**config.mk**
```make
export PLATFORM = sky130hd
export DESIGN_NAME = axi_lite_regbank
export DESIGN_NICKNAME = d
export VERILOG_FILES = /design/src/rtl/axi_lite_regbank.sv
export SDC_FILE = /design/constraint.sdc
export NUM_CORES = 1
export LEC_CHECK = 0
export ABC_CLOCK_PERIOD_IN_PS = 3700
export BUFFER_PORTS_ARGS = -buffer_cell sky130_fd_sc_hd__buf_4
export CAP_MARGIN = 25
export CELL_PAD_IN_SITES_DETAIL_PLACEMENT = 0
export CELL_PAD_IN_SITES_GLOBAL_PLACEMENT = 1
export CORE_ASPECT_RATIO = 1.1
export CORE_MARGIN = 2
export CORE_UTILIZATION = 40
export DETAILED_ROUTE_END_ITERATION = 12
export GPL_TIMING_DRIVEN = 0
export PLACE_DENSITY_LB_ADDON = 0.05
export SETUP_SLACK_MARGIN = 0.1
export SLEW_MARGIN = 0
export SYNTH_ARGS = -nofsm -noshare
export SYNTH_HDL_FRONTEND = slang
export SYNTH_SLANG_ARGS = --single-unit
```
**constraint.sdc**
```tcl
create_clock -name i_s_axi_aclk -period 3.7 [get_ports i_s_axi_aclk]
set_input_delay 0.37 -clock i_s_axi_aclk [delete_from_list [all_inputs] [get_ports i_s_axi_aclk]]
set_output_delay 0.37 -clock i_s_axi_aclk [all_outputs]
set_load 0.05 [all_outputs]
```
**src/rtl/axi_lite_regbank.sv**
```systemverilog
// ---------------------------------------------------------------------------
// axi_lite_regbank
//
// Parametrised AXI4-Lite slave register bank for the SNN core. It provides:
// a constant VERSION word, a write-one-to-clear interrupt status block with
// an enable mask, NUM_RW read/write control registers and NUM_RO read-only
// status inputs. Unmapped or reserved words answer with SLVERR.
//
// Ports
//   i_s_axi_aclk / i_s_axi_areset   clock, synchronous active-high reset
//   i_s_axi_aw* / w* / b*           write address, data and response channels
//   i_s_axi_ar* / r*                read address and data channels
//   o_rw_regs      NUM_RW*32  read/write register contents, reg i at [32*i +: 32]
//   o_rw_wr_pulse  NUM_RW     one-cycle pulse in the cycle after reg i is written
//   i_ro_regs      NUM_RO*32  read-only inputs, sampled on the AR handshake
//   i_irq_src      NUM_IRQ    level sources, set IRQ_STATUS every cycle they are high
//   o_irq          1          registered OR of (IRQ_STATUS & IRQ_ENABLE)
//
// Word map (addr[1:0] ignored): 0x00 VERSION, 0x04 IRQ_STATUS (W1C),
// 0x08 IRQ_ENABLE, 0x0C reserved, 0x10+4i RW reg i, then RO reg j.
// ---------------------------------------------------------------------------
module axi_lite_regbank #(
    parameter int                   C_S_AXI_ADDR_WIDTH = 8,
    parameter int                   NUM_RW             = 8,
    parameter int                   NUM_RO             = 4,
    parameter int                   NUM_IRQ            = 8,
    parameter logic [NUM_RW*32-1:0] RW_RESET           = '0,
    parameter logic [31:0]          VERSION            = 32'h2024_0200
) (
    input  logic                          i_s_axi_aclk,
    input  logic                          i_s_axi_areset,
    input  logic [C_S_AXI_ADDR_WIDTH-1:0] i_s_axi_awaddr,
    input  logic [2:0]                    i_s_axi_awprot,
    input  logic                          i_s_axi_awvalid,
    output logic                          o_s_axi_awready,
    input  logic [31:0]                   i_s_axi_wdata,
    input  logic [3:0]                    i_s_axi_wstrb,
    input  logic                          i_s_axi_wvalid,
    output logic                          o_s_axi_wready,
    output logic [1:0]                    o_s_axi_bresp,
    output logic                          o_s_axi_bvalid,
    input  logic                          i_s_axi_bready,
    input  logic [C_S_AXI_ADDR_WIDTH-1:0] i_s_axi_araddr,
    input  logic [2:0]                    i_s_axi_arprot,
    input  logic                          i_s_axi_arvalid,
    output logic                          o_s_axi_arready,
    output logic [31:0]                   o_s_axi_rdata,
    output logic [1:0]                    o_s_axi_rresp,
    output logic                          o_s_axi_rvalid,
    input  logic                          i_s_axi_rready,
    output logic [NUM_RW*32-1:0]          o_rw_regs,
    output logic [NUM_RW-1:0]             o_rw_wr_pulse,
    input  logic [NUM_RO*32-1:0]          i_ro_regs,
    input  logic [NUM_IRQ-1:0]            i_irq_src,
    output logic                          o_irq
);

    localparam int IW      = C_S_AXI_ADDR_WIDTH - 2;
    localparam int RW_BASE = 4;
    localparam int RO_BASE = RW_BASE + NUM_RW;
    localparam int RO_END  = RO_BASE + NUM_RO;

    logic [IW-1:0]      r_aw_word;
    logic               r_aw_held;
    logic [31:0]        r_w_data;
    logic [3:0]         r_w_strb;
    logic               r_w_held;
    logic               r_bvalid;
    logic [1:0]         r_bresp;
    logic               r_rvalid;
    logic [31:0]        r_rdata;
    logic [1:0]         r_rresp;
    logic [31:0]        r_rw [NUM_RW];
    logic [NUM_RW-1:0]  r_wr_pulse;
    logic [NUM_IRQ-1:0] r_irq_status;
    logic [NUM_IRQ-1:0] r_irq_enable;
    logic               r_irq;

    logic               w_aw_hs;
    logic               w_w_hs;
    logic               w_ar_hs;
    logic               w_exec;
    logic               w_wr_ok;
    logic [31:0]        w_wr_word;
    logic [31:0]        w_wr_data;
    logic [3:0]         w_wr_strb;
    logic [31:0]        w_wr_mask;
    logic [31:0]        w_w1c;
    logic [31:0]        w_rd_word;
    logic [31:0]        w_rd_data;
    logic [1:0]         w_rd_resp;
    logic               w_unused;

    // Readies are forced low while reset is asserted so no handshake can
    // complete during reset.
    assign o_s_axi_awready = !r_aw_held && !i_s_axi_areset;
    assign o_s_axi_wready  = !r_w_held && !i_s_axi_areset;
    assign o_s_axi_arready = !r_rvalid && !i_s_axi_areset;

    assign w_aw_hs = i_s_axi_awvalid && o_s_axi_awready;
    assign w_w_hs  = i_s_axi_wvalid && o_s_axi_wready;
    assign w_ar_hs = i_s_axi_arvalid && o_s_axi_arready;

    // A write executes in the same cycle the second half arrives, so the
    // effective address/data bypass the holding registers when not yet held.
    // Execution waits while a previous response is still unacknowledged.
    always_comb begin
        w_wr_word = r_aw_held ? 32'(r_aw_word) : 32'(i_s_axi_awaddr[C_S_AXI_ADDR_WIDTH-1:2]);
        w_wr_data = r_w_held ? r_w_data : i_s_axi_wdata;
        w_wr_strb = r_w_held ? r_w_strb : i_s_axi_wstrb;
        w_wr_mask = {{8{w_wr_strb[3]}}, {8{w_wr_strb[2]}}, {8{w_wr_strb[1]}}, {8{w_wr_strb[0]}}};
        w_exec    = (r_aw_held || w_aw_hs) && (r_w_held || w_w_hs) && !r_bvalid;
        w_wr_ok   = (w_wr_word < 32'(RO_END)) && (w_wr_word != 32'd3);
        w_w1c     = (w_exec && w_wr_word == 32'd1) ? (w_wr_data & w_wr_mask) : 32'd0;
    end

    // Write-channel holding registers and the B response. Holds are cleared
    // when the write executes; a new AW/W may be captured while B is pending.
    always_ff @(posedge i_s_axi_aclk) begin
        if (i_s_axi_areset) begin
            r_aw_held <= 1'b0;
            r_aw_word <= '0;
            r_w_held  <= 1'b0;
            r_w_data  <= '0;
            r_w_strb  <= '0;
            r_bvalid  <= 1'b0;
            r_bresp   <= 2'b00;
        end else begin
            if (w_aw_hs) begin
                r_aw_word <= i_s_axi_awaddr[C_S_AXI_ADDR_WIDTH-1:2];
            end
            if (w_w_hs) begin
                r_w_data <= i_s_axi_wdata;
                r_w_strb <= i_s_axi_wstrb;
            end
            if (w_exec) begin
                r_aw_held <= 1'b0;
                r_w_held  <= 1'b0;
                r_bvalid  <= 1'b1;
                r_bresp   <= w_wr_ok ? 2'b00 : 2'b10;
            end else begin
                if (w_aw_hs) begin
                    r_aw_held <= 1'b1;
                end
                if (w_w_hs) begin
                    r_w_held <= 1'b1;
                end
                if (r_bvalid && i_s_axi_bready) begin
                    r_bvalid <= 1'b0;
                end
            end
        end
    end

    // Register file update with byte strobes. The write pulse fires for a
    // mapped RW register even when all of its strobes are zero.
    always_ff @(posedge i_s_axi_aclk) begin
        if (i_s_axi_areset) begin
            for (int i = 0; i < NUM_RW; i++) begin
                r_rw[i] <= RW_RESET[32*i +: 32];
            end
            r_wr_pulse   <= '0;
            r_irq_enable <= '0;
            r_irq_status <= '0;
            r_irq        <= 1'b0;
        end else begin
            r_wr_pulse <= '0;
            if (w_exec) begin
                for (int i = 0; i < NUM_RW; i++) begin
                    if (w_wr_word == 32'(RW_BASE + i)) begin
                        r_rw[i]       <= (r_rw[i] & ~w_wr_mask) | (w_wr_data & w_wr_mask);
                        r_wr_pulse[i] <= 1'b1;
                    end
                end
                if (w_wr_word == 32'd2) begin
                    r_irq_enable <= (r_irq_enable & ~w_wr_mask[NUM_IRQ-1:0])
                                  | (w_wr_data[NUM_IRQ-1:0] & w_wr_mask[NUM_IRQ-1:0]);
                end
            end
            r_irq_status <= (r_irq_status & ~w_w1c[NUM_IRQ-1:0]) | i_irq_src;
            r_irq        <= |(r_irq_status & r_irq_enable);
        end
    end

    // Read decode from the live AR address; registered on the handshake so
    // the read sees register values from before any same-cycle write.
    always_comb begin
        w_rd_word = 32'(i_s_axi_araddr[C_S_AXI_ADDR_WIDTH-1:2]);
        w_rd_data = 32'hDEAD_BEEF;
        w_rd_resp = 2'b10;
        if (w_rd_word == 32'd0) begin
            w_rd_data = VERSION;
            w_rd_resp = 2'b00;
        end else if (w_rd_word == 32'd1) begin
            w_rd_data = 32'(r_irq_status);
            w_rd_resp = 2'b00;
        end else if (w_rd_word == 32'd2) begin
            w_rd_data = 32'(r_irq_enable);
            w_rd_resp = 2'b00;
        end
        for (int i = 0; i < NUM_RW; i++) begin
            if (w_rd_word == 32'(RW_BASE + i)) begin
                w_rd_data = r_rw[i];
                w_rd_resp = 2'b00;
            end
        end
        for (int j = 0; j < NUM_RO; j++) begin
            if (w_rd_word == 32'(RO_BASE + j)) begin
                w_rd_data = i_ro_regs[32*j +: 32];
                w_rd_resp = 2'b00;
            end
        end
    end

    // Read data channel: RVALID rises the cycle after AR and holds with
    // stable data until RREADY; ARREADY stays low meanwhile.
    always_ff @(posedge i_s_axi_aclk) begin
        if (i_s_axi_areset) begin
            r_rvalid <= 1'b0;
            r_rdata  <= '0;
            r_rresp  <= 2'b00;
        end else if (w_ar_hs) begin
            r_rvalid <= 1'b1;
            r_rdata  <= w_rd_data;
            r_rresp  <= w_rd_resp;
        end else if (r_rvalid && i_s_axi_rready) begin
            r_rvalid <= 1'b0;
        end
    end

    always_comb begin
        o_rw_regs = '0;
        for (int i = 0; i < NUM_RW; i++) begin
            o_rw_regs[32*i +: 32] = r_rw[i];
        end
    end

    assign o_rw_wr_pulse  = r_wr_pulse;
    assign o_s_axi_bvalid = r_bvalid;
    assign o_s_axi_bresp  = r_bresp;
    assign o_s_axi_rvalid = r_rvalid;
    assign o_s_axi_rdata  = r_rdata;
    assign o_s_axi_rresp  = r_rresp;
    assign o_irq          = r_irq;

    // Protection bits and byte-offset address bits carry no meaning here.
    assign w_unused = ^{i_s_axi_awprot, i_s_axi_arprot, i_s_axi_awaddr[1:0], i_s_axi_araddr[1:0]};

endmodule

```
After elaboration in Yosys (flattened, before gate mapping)
Memory sizes are Yosys's and may differ from the RTL's.
Index checks and enable logic that the tools add are counted.
Operators by class
  eq/ne operators: 25
  order comparisons: 1
  reductions and logical operators: 26
  bitwise operators: 35
  muxes and demuxes: 81
Operators with widths (number)
  $mux W32: 24
  $and A32 B32 Y32: 9
  $or A32 B32 Y32: 8
  $eq A6 B4 Y1 const B: 12
  $eq A6 B3 Y1 const B: 8
  $mux W1: 38
  $and A8 B8 Y8: 4
  $mux W2: 16
  $not A32 Y32: 1
  $not A8 Y8: 2
  $or A8 B8 Y8: 2
  $eq A6 B1 Y1 const B: 2
  $eq A6 B2 Y1 const B: 2
  $logic_and A1 B1 Y1: 12
  $mux W8: 1
  $or A1 B1 Y1: 8
  $reduce_or A8 Y1: 1
  $logic_not A6 Y1: 1
  $lt A6 B5 Y1 const B: 1
  $mux W6: 1
  $ne A6 B2 Y1 const B: 1
  $logic_not A1 Y1: 5
  $mux W4: 1
  $reduce_bool A2 Y1: 2
  4 further kinds: 6
Storage, ports and cells
  output and inout bits: 306
  bits in registers: 107
  word-level logic and storage cells: 183
  memory bits (writable): 256
  input bits: 201
  memories: 1
Memory list
  r_rw: words 8, bits a word 32, read ports 8, clocked after Yosys merged registers in 0, wr ports 8, line 73  | logic [31:0] r_rw [NUM_RW];

Depth between registers and ports, before layout
  depth after elaboration: 16
  depth in mapped cells: 9

Worst setup path before layout
Ideal clock, no wire load.
  path type: input-to-reg
  start: input port i_s_axi_areset
  end: memory r_rw[7][4], in the netlist r_rw[1][100], enable pin
  cell stages on the path: 4
  setup slack: 0.596 ns
  arrival: 2.676 ns
  path buffers: 0
  required time: 3.272 ns
  setup time: 0.428 ns
  cell sequence: nand2b_4 > a221oi_4 > nand3_2 > o21bai_1
RTL lines
  start: declaration: line 31  | input logic i_s_axi_areset,
  end: declaration: line 73

Worst setup path after layout
  start: input port i_s_axi_areset
  end: output port o_s_axi_awready
On the way
  longest elaborated chain between the ends: 2
Ends and longest elaborated chain
  $logic_not A1 Y1: line 96  | assign o_s_axi_awready = !r_aw_held && !i_s_axi_areset;
  $logic_and A1 B1 Y1: line 96
  end: declaration: line 35  | output logic o_s_axi_awready,
No other way between the ends.

==> metrics.md <==
| Metric | Value |
|---|---|
| Status | `finished clean` |
| Most used cell, CP | `clkbuf_1` |
| Final Hold Vio Count | `0` |
| CP Capture Type | `output port` |
| CTS tree | `done` |
| Placed Area | `0.02317 mm2` |
| Min-Delay Path Class | `in2reg` |
| Synth area leaders | `edfxtp_1, dfxtp_1, a21oi_1` |
| Initial antenna violation count | `3` |
| Max Fclk | `291.3 MHz` |
| DR iter-0 viols | `2530` |
| Cells after DPL | `3053` |
| Flops & latches, synth | `361` |
| Post-synthesis async set-or-reset flop share | `0` |
| CP Class | `in2out` |
| PnR worst setup slack | `267.6 ps` |
| Root buf cell | `clkbuf_16` |
| Worst r2r src | `o_s_axi_rvalid` |
| Vias | `19300` |
| Clock latency on the worst-skew pair | `590 ps` |
| Slew Limit Fails | `0` |
| Crit path cell chain | `buf_4, clkbuf_1, clkbuf_1, clkbuf_2, clkbuf_1, nor2_1, buf_4` |
| Mapped Cells | `1962` |
| Worst hold stages | `3` |
| Peak supply drop | `330.9 uV` |
| Pre-CTS WS | `-284.4 ps` |
| Max cap viols | `0` |
| Gpl congestion | `0.9630` |
| Synth Cell Area | `0.01850 mm2` |
| Seq/Total Area, Yosys | `0.5292` |
| R2R Setup Slk | `870 ps` |
| Startpoint types | `input port` |
| PwrDens | `454.7 mW/mm2` |
| Leakage power | `9.729 nW` |
| Clock Tree Buf Depth | `3` |
| Final setup fails | `0` |
| Gr usage total | `0.3900` |
| First-pass GRT wire length | `134.0 mm` |
| Yosys warning count | `0` |
| Highest routed layer | `met5` |
| Worst EP required | `3330 ps` |
| Largest net degree at the start of global routing | `33` |
| Layout cells sized above 1 | `0.2676` |
| Hold Crit Start | `i_s_axi_wstrb[3]` |
| Synth Area per Inst | `9.428 um2` |
| DRC Markers | `0` |
| RSZ-0062 raised after global routing | `no` |
| I/O pins | `507` |
| Die Area | `0.04798 mm2` |
| Post-synth EDFFs | `256` |
| Final period util | `0.9277` |
| Fin area | `0.02489 mm2` |
| Final cell count without fillers | `3168` |
| Count leader, synth | `nand2_1` |
| Slowest cell on crit path | `clkbuf_1` |
| Final #Nets | `2747` |
| Top cell type's share of synthesized area | `0.4156` |
| Clock skew | `16.49 ps` |
| Pre-Repair DR Iteration Count | `5` |
| Cell row count | `82` |
| Worst path buffer plus inverter count | `6` |
| Sink Count | `361` |
| Post-synth top cells | `nand2_1, a21oi_1, edfxtp_1` |
| Reg-to-reg critical path endpoint | `o_s_axi_rdata[27]` |
| WL final | `96.74 mm` |
| Met1 WL | `37.06 mm` |
| Clk slew on worst S/H paths | `50 ps` |
| Design Power | `11.31 mW` |
| Post-synth cell types | `72` |
| Critical-path maximum fanout | `10` |
| Post-DRT Antenna Nets | `0` |
| Length of routed met2 wiring | `43.83 mm` |
| CP arrival | `3060 ps` |
| Slew @ Worst Pin | `1134 ps` |
| DP HPWL | `75.75 mm` |
| Vias in the first global route | `18030` |
| Die width | `209.0 um` |
| Avg WL per Cell | `30.54 um` |
| Initial Utilization | `0.4052` |
| Fill cells | `4352` |
| Hold slack | `21.46 ps` |
| Via density | `6.093` |
| Grt total ovfl | `0` |
| PortBufs | `494` |
| Ys flop type | `edfxtp_1` |
| Largest area contributor in the netlist | `edfxtp_1` |
| Number of setup buffers added after CTS | `0` |
| Max-slew headroom | `0.2443` |
| Die Ht | `229.5 um` |
| CP max stage delay | `630 ps` |
| Final min period | `3432 ps` |
| H-tree depth | `2` |
| Area Overhead vs Synth | `34.53%` |
| Core box area | `0.04566 mm2` |
| R2R depth | `7` |
| CTS buffer count | `41` |
| Critical path's top delay family | `buffers and inverters` |
| Met3 WL | `11.13 mm` |
| WHS Endpoint | `r_w_strb[3]` |
[placed cells by master, fill, tap and decap left out, drive strengths merged, types with 47 or more instances in the layout]
| cell | count |
|---|---|
| clkbuf | 169 |
| dfxtp | 105 |
| buf | 555 |
| nor3 | 90 |
| o21ai | 148 |
| edfxtp | 256 |
| a21oi | 275 |
| nand2b | 47 |
| nor2 | 170 |
| nand2 | 337 |
[power by group]
part           internal (mW)  total [mW]  switching [mW]  leakage, nW
logic                  0.695        2.35            1.65         5.58
registers               4.55        4.77           0.219         3.50
clock network           2.42        4.19            1.77        0.647
[state kept, by name, indices dropped and copies added, names as in the netlist, named ones only]
| name | flops |
|---|---|
| r_rw | 256 |
| o_s_axi_rvalid | 1 |
| r_aw_word | 6 |
| o_s_axi_bvalid | 1 |
| o_s_axi_bresp | 1 |
| o_s_axi_rdata | 32 |
| r_w_held | 1 |
| r_w_data | 32 |
| r_w_strb | 4 |
| o_s_axi_rresp | 1 |
| o_rw_wr_pulse | 8 |
| r_irq_status | 8 |
| o_irq | 1 |
| r_aw_held | 1 |
[how the worst max path moves through the flow]
stage | startpoint | to | cells after the start
5_1_grt | i_s_axi_areset | o_s_axi_arready | 7
3_3_place_gp | i_s_axi_areset | r_rw[1][124] | 6
6_report | i_s_axi_areset | o_s_axi_awready | 7
3_5_place_dp | i_s_axi_areset | r_rw[1][125] | 7
2_1_floorplan | i_s_axi_areset | r_rw[1][100] | 4
4_1_cts | i_s_axi_areset | o_s_axi_awready | 7
[final cells by class]
| cell class | instances | area [um2] | share of cell area |
|---|---|---|---|
| sequential | 361 | 9789 | 0.3934 |
| multi-input combinational | 1420 | 7981 | 0.3207 |
| timing repair buffer | 540 | 4229 | 0.1699 |
| clock buffer | 60 | 1137 | 0.04570 |
| tap | 588 | 735.7 | 0.02956 |
| buffer | 159 | 720.7 | 0.02896 |
| clock inverter | 15 | 200.2 | 0.008045 |
| inverter | 23 | 86.33 | 0.003469 |
| antenna | 2 | 5.005 | 0.0002011 |
[tightest hold or removal path, delay by kind of cell]
family                 cells  cell delay (ps)
buffers and inverters      1              100
AO/OA/AOI/OAI              1               60
AND/OR/NAND/NOR            1               40
[timing repair]
item                                    CTS  global route
hold buffers                             35             0
hold endpoints to repair                 35             0
endpoints found under the setup margin    2             0
resized for setup                         1             0
[through the flow]
step           utilization  setup TNS [ps]
6_report            0.5451               0
5_1_grt             0.5450               0
4_1_cts             0.5445               0
3_5_place_dp        0.5075          -18570
3_3_place_gp        0.5026         -267780
2_1_floorplan            -               0
[per-layer routing]
metal | track usage | vias up
met5 | 0 | -
met2 | 0.6183 | 1327
met3 | 0.1028 | 220
met4 | 0.1752 | 2
met1 | 0.5001 | 9346
li1 | - | 8407
[logic make-up (layout without fill, tap and decap cells)]
kind of cell	count (synthesis)	in the layout	share of synthesized area
buf+inv	182	797	0.04356
simple gates	706	706	0.1727
compound gates	646	646	0.2138
flops	361	361	0.5292
other cells	1	4	0.0002027
mux	66	66	0.04052
No activity file was read; power rests on OpenSTA's default activity.
